<file path="src/rtl/uart_burst_rx.sv">
// 8N1 serial receiver that delivers each byte (normal mode) or packs four bytes
// LSB-first into one 32-bit word (burst mode). Optional macro: RX_BURST_TIMEOUT_EN.
module uart_burst_rx #(
    parameter int BAUDBITS = 9
) (
    input  logic        clk,
    input  logic        rst,
    input  logic        rxd,
    input  logic [31:0] d,
    input  logic        wrbaud,
    input  logic        rd,
    output logic [31:0] q,
    output logic        dv,
    output logic        fe,
    output logic        ove,
    output logic [1:0]  nbytes,
    output logic        tmo
);

    typedef enum logic [1:0] {IDLE, START, DATA, STOP} rx_state_t;

    logic [1:0]          sync_reg;
    logic                rxd_prev_reg;
    logic [BAUDBITS-1:0] div_reg;
    logic [BAUDBITS-1:0] baud_cnt_reg;
    logic                mode_reg;
    rx_state_t           state_reg;
    logic [2:0]          bit_idx_reg;
    logic [7:0]          shift_reg;
    logic [23:0]         asm_reg;
    logic                asm_err_reg;
    logic [1:0]          nbytes_reg;
    logic [31:0]         q_reg;
    logic                dv_reg;
    logic                fe_reg;
    logic                ove_reg;

    logic       rxd_s;
    logic       rxd_edge;
    logic       rxd_fall;
    logic       tick;
    logic       byte_done;
    logic       byte_err;
    logic       deliver;
    logic       tmo_fire;
    logic [2:0] lane_sel;
    logic       unused_d;

    assign rxd_s     = sync_reg[1];
    assign rxd_edge  = rxd_s ^ rxd_prev_reg;
    assign rxd_fall  = rxd_prev_reg & ~rxd_s;
    assign tick      = (baud_cnt_reg == (div_reg >> 1));
    assign byte_done = (state_reg == STOP) && tick;
    assign byte_err  = ~rxd_s;
    assign deliver   = byte_done && (!mode_reg || nbytes_reg == 2'd3);
    assign unused_d  = ^d[30:BAUDBITS];

    genvar gi;
    generate
        for (gi = 0; gi < 3; gi++) begin : g_lane_sel
            assign lane_sel[gi] = (nbytes_reg == 2'(gi));
        end
    endgenerate

    // Synchronizer, edge history and the free-running bit divider (re-phased by every edge).
    always_ff @(posedge clk or posedge rst) begin
        if (rst) begin
            sync_reg     <= 2'b11;
            rxd_prev_reg <= 1'b1;
            baud_cnt_reg <= '0;
        end else begin
            sync_reg     <= {sync_reg[0], rxd};
            rxd_prev_reg <= rxd_s;
            if (rxd_edge || baud_cnt_reg == '0)
                baud_cnt_reg <= div_reg;
            else
                baud_cnt_reg <= baud_cnt_reg - 1'b1;
        end
    end

    always_ff @(posedge clk or posedge rst) begin
        if (rst) begin
            div_reg  <= '0;
            mode_reg <= 1'b0;
        end else if (wrbaud) begin
            div_reg  <= d[BAUDBITS-1:0];
            mode_reg <= d[31];
        end
    end

    always_ff @(posedge clk or posedge rst) begin
        if (rst) begin
            state_reg   <= IDLE;
            bit_idx_reg <= 3'd0;
            shift_reg   <= 8'h00;
        end else begin
            case (state_reg)
                IDLE: begin
                    if (rxd_fall)
                        state_reg <= START;
                end
                START: begin
                    if (tick) begin
                        bit_idx_reg <= 3'd0;
                        state_reg   <= rxd_s ? IDLE : DATA;
                    end
                end
                DATA: begin
                    if (tick) begin
                        shift_reg   <= {rxd_s, shift_reg[7:1]};
                        bit_idx_reg <= bit_idx_reg + 3'd1;
                        if (bit_idx_reg == 3'd7)
                            state_reg <= STOP;
                    end
                end
                STOP: begin
                    if (tick)
                        state_reg <= IDLE;
                end
                default: state_reg <= IDLE;
            endcase
        end
    end

    // Burst assembly: the fourth byte never lands in asm_reg, it goes straight to q.
    always_ff @(posedge clk or posedge rst) begin
        if (rst) begin
            asm_reg     <= 24'h0;
            asm_err_reg <= 1'b0;
            nbytes_reg  <= 2'd0;
        end else if (wrbaud || tmo_fire) begin
            asm_err_reg <= 1'b0;
            nbytes_reg  <= 2'd0;
        end else if (byte_done && mode_reg) begin
            nbytes_reg  <= nbytes_reg + 2'd1;
            asm_err_reg <= (nbytes_reg == 2'd3) ? 1'b0 : (asm_err_reg | byte_err);
            for (int i = 0; i < 3; i++)
                if (lane_sel[i])
                    asm_reg[8*i +: 8] <= shift_reg;
        end
    end

    always_ff @(posedge clk or posedge rst) begin
        if (rst) begin
            q_reg   <= 32'h0;
            dv_reg  <= 1'b0;
            fe_reg  <= 1'b0;
            ove_reg <= 1'b0;
        end else if (deliver) begin
            q_reg  <= mode_reg ? {shift_reg, asm_reg} : {24'h0, shift_reg};
            fe_reg <= byte_err | (mode_reg & asm_err_reg);
            dv_reg <= 1'b1;
            if (rd)
                ove_reg <= 1'b0;
            else if (dv_reg)
                ove_reg <= 1'b1;
        end else if (rd) begin
            dv_reg  <= 1'b0;
            ove_reg <= 1'b0;
        end
    end

`ifdef RX_BURST_TIMEOUT_EN
    logic [3:0] tmo_cnt_reg;
    logic       tmo_arm_reg;
    logic       tmo_reg;

    // Counts mid-bit ticks after the last stop sample, so the 16th tick is 16 bit periods later.
    assign tmo_fire = tmo_arm_reg && tick && tmo_cnt_reg == 4'd15 && mode_reg && nbytes_reg != 2'd0;

    always_ff @(posedge clk or posedge rst) begin
        if (rst) begin
            tmo_cnt_reg <= 4'd0;
            tmo_arm_reg <= 1'b0;
            tmo_reg     <= 1'b0;
        end else begin
            tmo_reg <= tmo_fire;
            if (byte_done) begin
                tmo_arm_reg <= 1'b1;
                tmo_cnt_reg <= 4'd0;
            end else if (wrbaud || tmo_fire || (state_reg == IDLE && rxd_fall)) begin
                tmo_arm_reg <= 1'b0;
            end else if (tmo_arm_reg && tick) begin
                tmo_cnt_reg <= tmo_cnt_reg + 4'd1;
            end
        end
    end

    assign tmo = tmo_reg;
`else
    assign tmo_fire = 1'b0;
    assign tmo      = 1'b0;
`endif

    assign q      = q_reg;
    assign dv     = dv_reg;
    assign fe     = fe_reg;
    assign ove    = ove_reg;
    assign nbytes = nbytes_reg;

endmodule
</file>
<file path="config.mk">
export PLATFORM = sky130hd
export DESIGN_NAME = uart_burst_rx
export DESIGN_NICKNAME = d
export VERILOG_FILES = /design/src/rtl/uart_burst_rx.sv
export SDC_FILE = /design/constraint.sdc
export NUM_CORES = 1
export LEC_CHECK = 0
export ABC_AREA = 1
export CORE_UTILIZATION = 30
export CTS_BUF_LIST = sky130_fd_sc_hd__clkbuf_4 sky130_fd_sc_hd__clkbuf_8
export DETAILED_ROUTE_END_ITERATION = 8
export MAX_ROUTING_LAYER = met4
export PLACE_DENSITY = 0.52
export SETUP_SLACK_MARGIN = 0.02
export SYNTH_ARGS = -nofsm -noshare
export SYNTH_HDL_FRONTEND = slang
export SYNTH_SLANG_ARGS = --single-unit
</file>
<file path="constraint.sdc">
create_clock -name clk -period 4.7 [get_ports clk]
set_input_delay 0.94 -clock clk [delete_from_list [all_inputs] [get_ports clk]]
set_output_delay 0.94 -clock clk [all_outputs]
set_load 0.02 [all_outputs]
</file>
==> impl_metrics.env <==
export IMPL_outcome="finished clean"
export IMPL_synth_top_cells_by_area="sky130_fd_sc_hd__dfrtp_1, sky130_fd_sc_hd__nand2_1, sky130_fd_sc_hd__o21ai_2"
export IMPL_grt_pass1_vias=3209
export IMPL_fin_crit_sh_pct=56.8
export IMPL_worst_path_clk_slew_ns=0.09
export IMPL_synth_top_family_by_area="simple AND/OR/NAND/NOR gates"
export IMPL_timing_critical_path_from_type="input port"
export IMPL_tns_ns=0
export IMPL_final_antenna_net_count=0
export IMPL_fillCellCount=1466
export IMPL_grt_use_met3_pct=4.08
export IMPL_synthesis_yosys_warnings=0
export IMPL_grt_overflow=0
export IMPL_netlist_top_cell_by_area="sky130_fd_sc_hd__dfrtp_1"
export IMPL_timing_critical_path_cells="clkdlybuf4s50_1 > nor2_1 > buf_4 > nand4_1 > nand2_1 > nand2_1"
export IMPL_critical_path_n_buffers_inverters=2
export IMPL_synth_avg_cell_area_um2=9.09
export IMPL_synthesis_area_um2=4510
export IMPL_holdBufCountCts=0
export IMPL_grt_util_met2_pct=21.8
export IMPL_die_width_um=125
export IMPL_die_h_um=125
export IMPL_clock_tree_from_tritoncts="yes"
export IMPL_rsz0062_at_grt="false"
export IMPL_insertedDiodeCount=0
export IMPL_skew_ns=0.0146
export IMPL_totalWireLength_mm=9.68
export IMPL_asyncSetResetFlopFracSynth_pct=100
export IMPL_detail_route_drc_violations=0
export IMPL_dr_pass1_iters=5
export IMPL_grt_use_met1_pct=17.4
export IMPL_critical_path_slowest_cell="sky130_fd_sc_hd__clkdlybuf4s50_1"
export IMPL_syn_num_nets=541
export IMPL_clkSinkCount=97
export IMPL_start_util_pct=30.9
export IMPL_worst_hold_class="flip-flop to flip-flop"
export IMPL_gr_max_usage_layer="met2"
export IMPL_power_density_nw_per_um2=364
export IMPL_final_layout_size_suffix_gt1_share_pct=12.3
export IMPL_synth_top_cell_area_share_pct=52.2
export IMPL_synth_fa_ha_area_share_pct=2.22
export IMPL_hold_viol_final=0
export IMPL_crit_path_frequent_cell="sky130_fd_sc_hd__nand2_1"
export IMPL_cp_required_ns=4.96
export IMPL_drt_iter0_markers=163
export IMPL_report_final_slew_viol_count=0
export IMPL_post_cts_setup_buffers=0
export IMPL_dr_total_vias=3308
export IMPL_fin_nets=584
export IMPL_synth_distinct_cells=35
export IMPL_route_detailed_vias_per_inst=4.54
export IMPL_grt_usage_pct=13.9
export IMPL_design_die_area_um2=15500
export IMPL_setup_slack_ns=2.03
export IMPL_grt_start_max_net_pins=75
export IMPL_ctsResizeCount=0
export IMPL_timing_fmax_ghz=0.374
export IMPL_finalSetupViolations=0
export IMPL_clk_insertion_delay_late_ns=0.38
export IMPL_grt_antenna_before_repair=0
export IMPL_synth_ff_latch_count=97
export IMPL_path_class="input port to flip-flop"
export IMPL_critPathCaptureType="flip-flop"
export IMPL_io_pins=75
export IMPL_cts_max_path_buffers=2
export IMPL_yosys_most_used_dff="sky130_fd_sc_hd__dfrtp_1"
export IMPL_wire_per_inst_um=13.3
export IMPL_synth_mux_area_share_pct=1.78
export IMPL_worst_path_max_fanout=28
export IMPL_number_of_buffers_created_by_cts=9
export IMPL_largest_register_ffs=32
export IMPL_max_slew_margin_rel_pct=34.3
export IMPL_htreeDepth=3
export IMPL_path_delay_family="buffers and inverters"
export IMPL_place_worst_setup_slack_ns=1.62
export IMPL_irDropWorstVdd_uv=209
export IMPL_grt_first_pass_wirelength_mm=16.6
export IMPL_detailed_place_hpwl_mm=6.47
export IMPL_worst_slew_pin_transition_ns=0.983
export IMPL_simple_gate_share_of_the_synthesized_area_pct=25.2
export IMPL_synth_compound_area_share_pct=9.24
export IMPL_cp_slowest_stage_delay_ns=0.78
export IMPL_gp_weighted_congestion=0.831
export IMPL_maxCapViolations=0
export IMPL_p_leak_nw=2.56
export IMPL_synth_edff_count=0
export IMPL_core_um2=14600
export IMPL_clockRootBuffer="sky130_fd_sc_hd__clkbuf_8"
export IMPL_post_route_min_period_ns=2.67
export IMPL_syn_instance_count=496
export IMPL_synth_xor_area_share_pct=1.55
export IMPL_num_rows=44
export IMPL_synth_yosys_seq_area_share_pct=53.9
export IMPL_buffers_added_on_ports=51
export IMPL_area_growth_pct=19.4
export IMPL_critical_path_arrival_ns=2.93
[cell usage after synthesis (2+ instances only)]
library cell and count:
sky130_fd_sc_hd__a21oi_1 3, sky130_fd_sc_hd__buf_2 2, sky130_fd_sc_hd__buf_6 8, sky130_fd_sc_hd__clkbuf_1 11, sky130_fd_sc_hd__dfrtp_1 94, sky130_fd_sc_hd__dfstp_2 3
sky130_fd_sc_hd__ha_1 8, sky130_fd_sc_hd__inv_1 27, sky130_fd_sc_hd__inv_2 5, sky130_fd_sc_hd__mux2i_1 8, sky130_fd_sc_hd__nand2_1 185, sky130_fd_sc_hd__nand2_2 2
sky130_fd_sc_hd__nand3_1 18, sky130_fd_sc_hd__nand3_2 2, sky130_fd_sc_hd__nand4_1 30, sky130_fd_sc_hd__nor2_1 14, sky130_fd_sc_hd__o21ai_0 14, sky130_fd_sc_hd__o21ai_1 11
sky130_fd_sc_hd__o21ai_2 29, sky130_fd_sc_hd__xnor2_1 2, sky130_fd_sc_hd__xor2_1 6
[per-stage QoR]
step	power [mW]	instance area (µm²)	hold slack, ns	cells	util (%)
global placement	1.28	5130	0.346	712	35.1
detailed placement	1.29	5130	0.347	712	35.1
floorplan	1.21	4510	0.345	496	-
global route	2.07	5380	0.362	728	36.9
finish	1.96	5380	0.360	728	36.9
CTS	1.98	5380	0.360	728	36.9
[power breakdown]
group	total, mW	internal [mW]	switching (mW)
combinational	0.333	0.119	0.215
clock	0.687	0.376	0.311
sequential	0.938	0.886	0.0519
total	1.96	1.38	0.578
[per-layer routing]
metal / routed length, µm / share of wire [%]
met5: 0 / 0
met1: 4570 / 47
met4: 98 / 1.0
met3: 374 / 3.9
met2: 4630 / 48
[cell type report]
cell class | count | area (µm²) | area share, %
tap | 184 | 230 | 4.28
clock buffer | 10 | 138 | 2.56
sequential | 97 | 2430 | 45.2
inverter | 32 | 123 | 2.28
timing repair buffer | 54 | 533 | 9.90
multi-input combinational | 345 | 1810 | 33.6
clock inverter | 6 | 119 | 2.21
[cell usage in the layout, fill, tap and decap left out, types with 2 or more instances in the layout]
cell type,netlist,final
sky130_fd_sc_hd__a21oi_1,3,3
sky130_fd_sc_hd__buf_4,1,3
sky130_fd_sc_hd__bufinv_16,0,3
sky130_fd_sc_hd__clkbuf_8,0,10
sky130_fd_sc_hd__clkdlybuf4s50_1,0,51
sky130_fd_sc_hd__dfrtp_1,94,94
sky130_fd_sc_hd__dfstp_2,3,3
sky130_fd_sc_hd__ha_1,8,8
sky130_fd_sc_hd__inv_1,27,26
sky130_fd_sc_hd__inv_2,5,5
sky130_fd_sc_hd__inv_6,0,2
sky130_fd_sc_hd__mux2i_1,8,8
sky130_fd_sc_hd__nand2_1,185,185
sky130_fd_sc_hd__nand2_2,2,2
sky130_fd_sc_hd__nand3_1,18,18
sky130_fd_sc_hd__nand3_2,2,2
sky130_fd_sc_hd__nand4_1,30,30
sky130_fd_sc_hd__nor2_1,14,14
sky130_fd_sc_hd__o21ai_0,14,14
sky130_fd_sc_hd__o21ai_1,11,11
sky130_fd_sc_hd__o21ai_2,29,29
sky130_fd_sc_hd__xnor2_1,2,2
sky130_fd_sc_hd__xor2_1,6,6
[path summary, 6_finish.rpt]
path,start,to,slack (ns),cells past startpoint
max,wrbaud,asm_reg[5],2.03,6
min,sync_reg[0],sync_reg[1],0.36,0
max reg2reg,div_reg[3],q[5],2.17,6
min reg2reg,sync_reg[0],sync_reg[1],0.36,0
max in group asynchronous,rst,q[23],2.75,3
min in group asynchronous,rst,q[13],1.10,2
[kinds of logic (layout without fill, tap and decap cells)]
family	count (synthesis)	after routing
xor+xnor	8	8
simple gates	260	260
fa+ha+maj	8	8
flops	97	97
mux	8	8
buf+inv	54	102
compound gates	60	60
other cells	1	1
Power figures use the tool's default switching activity.
==> RTL edit (same settings) <==
Set the parameter `BAUDBITS` to 13 (it was 9).
--- a/src/rtl/uart_burst_rx.sv
+++ b/src/rtl/uart_burst_rx.sv
@@ -2,5 +2,5 @@
 // LSB-first into one 32-bit word (burst mode). Optional macro: RX_BURST_TIMEOUT_EN.
 module uart_burst_rx #(
-    parameter int BAUDBITS = 9
+    parameter int BAUDBITS = 13
 ) (
     input  logic        clk,
Check against the original RTL: same outputs for any inputs over 10 cycles, from zero or initial values and one cycle with rst high; that may be too few to reach the edited logic, so the function may still have changed.
==> RTL edit against the original RTL <==
Sequential power rose by 6.5%; power shrank 0.86%; cell count is 24% higher; synthesized cell count up 27%; cell area grew 11%; synthesized area rose by 12%; clock skew is 0.0018 ns lower; critical path depth rose by 3; wire length is 13% higher; sequential share of layout area fell by 1.3 points; worst setup slack gained 0.057 ns; combinational power fell by 12%; sequential cell count is 8 higher; critical endpoint is now ove$_DFFE_PP0P_.
==> RTL edit: results (changes against the original RTL) <==
grt met2 use: 22.13% (+0.29 points)
Finished Cell Area: 5998 um^2 (+11%)
Int Pwr: 1373 uW (-0.56%)
dpl ws: 1.876 ns (+0.2544 ns)
synth top area cells: dfrtp_1, nand2_1, inv_1
worst flop-to-flop path startpoint: baud_cnt_reg[6]$_DFF_PP0_
Initial DRC Count: 324 (+99%)
met3 Resource Use GR: 2.845% (-1.2 points)
share of layout cells above drive strength 1: 5.882% (-6.4 points)
first-pass GRT wire length: 19,150 um (+15%)
DP Area: 5764 um^2 (+12%)
Synthesized Nets: 676 (+25%)
Fin Hold WS: 0.3638 ns (+0.004199 ns)
fraction of area in non-clock buffers: 9.679% (-0.22 points)
WL met3: 396 um (+5.9%)
clk tree area frac: 3.901% (-0.86 points)
Clock Skews: 0.01277 ns (-0.001837 ns)
Multi-In Gates: 405 (+17%)
largest net degree at the start of global routing: 62 (-17%)
Seq/Total Area, Yosys: 52.08% (-1.8 points)
cell row count: 47 (+6.8%)
Leak Pwr: 0.003080 uW (+20%)
Via Count: 3,928 (+19%)
count of different cell masters after synthesis: 27 (-23%)
R2R cell count: 9 (+3)
Total Routing Usage GR: 14.35% (+0.48 points)
number of global-route vias before repair: 3,791 (+18%)
First-pass DRT Iterations: 4 (-1)
hpwl dp: 7629 um (+18%)
Fillers: 1,715 (+17%)
outcome: complete, no violations
multi-input logic area: 1918 um^2 (+6.0%)
Avg Inst Size Synth: 8.020 um^2 (-12%)
GP Congestion: 0.8562 (+3.1%)
placed instance count: 884 (+24%)
Commonest cells post-synth: nand2_1, dfrtp_1, inv_1
Arr. time, crit path: 2.91 ns (-0.02 ns)
reg-to-reg slack, setup: 2.09 ns (-0.08 ns)
clock sinks: 105 (+8.2%)
Reg clk slew, reported paths: 0.11 ns (+0.02 ns)
met1 Resource Use GR: 18.45% (+1.1 points)
WL met2: 5080 um (+9.7%)
Metal-1 WL: 5280 um (+15%)
Non-CTS buffers: 59 (+9.3%)
[RTL edit: cell count changes after synthesis, sizes merged, moves of 2 or more]
cell,before,now
mux2i,8,0
nand2,187,235
nand3,21,45
inv,32,95
o21ai,54,40
nor2,16,26
buf,11,13
a21oi,4,1
dfrtp,94,102
[RTL edit: worst max-delay path, cell delays in order, from the launching register on]
cell and delay, ns:
dfrtp_1 0.41, inv_2 0.10, nand2_1 0.06, nand2_1 0.07, nand3_1 0.14, nor2_4 0.26, nand2_2 0.14, nor2_8 0.60
nand2_4 0.40, o21ai_0 0.31
[RTL edit: how the worst max path moves through the flow]
stage,endpoint,from,slack [ns]
3_5_place_dp,asm_reg[4]$_DFFE_PP0P_,wrbaud,1.88
4_1_cts,ove$_DFFE_PP0P_,baud_cnt_reg[6]$_DFF_PP0_,2.04
5_1_grt,ove$_DFFE_PP0P_,baud_cnt_reg[6]$_DFF_PP0_,1.81
3_3_place_gp,asm_reg[1]$_DFFE_PP0P_,wrbaud,1.91
6_report,ove$_DFFE_PP0P_,baud_cnt_reg[6]$_DFF_PP0_,2.09
2_1_floorplan,async pin,rst,1.00
[RTL edit: cells by family after synthesis]
family	Yosys count	share of synthesized area, %
other	1	0.07422
DFF	105	52.08
buffers and inverters	120	9.955
adders and majority gates	9	2.229
and+or+nand+nor	342	29.59
xor gates and xnor gates	10	1.734
AOI/OAI and AO/OA	43	4.334
[RTL edit: power by group through the flow]
stage | clock, uW | sequential, uW | combinational [uW]
2_1_floorplan | 0 | 1010 | 222
3_3_place_gp | 0 | 1010 | 288
3_5_place_dp | 0 | 1020 | 293
4_1_cts | 680 | 999 | 295
5_1_grt | 718 | 1010 | 342
6_report | 651 | 999 | 292
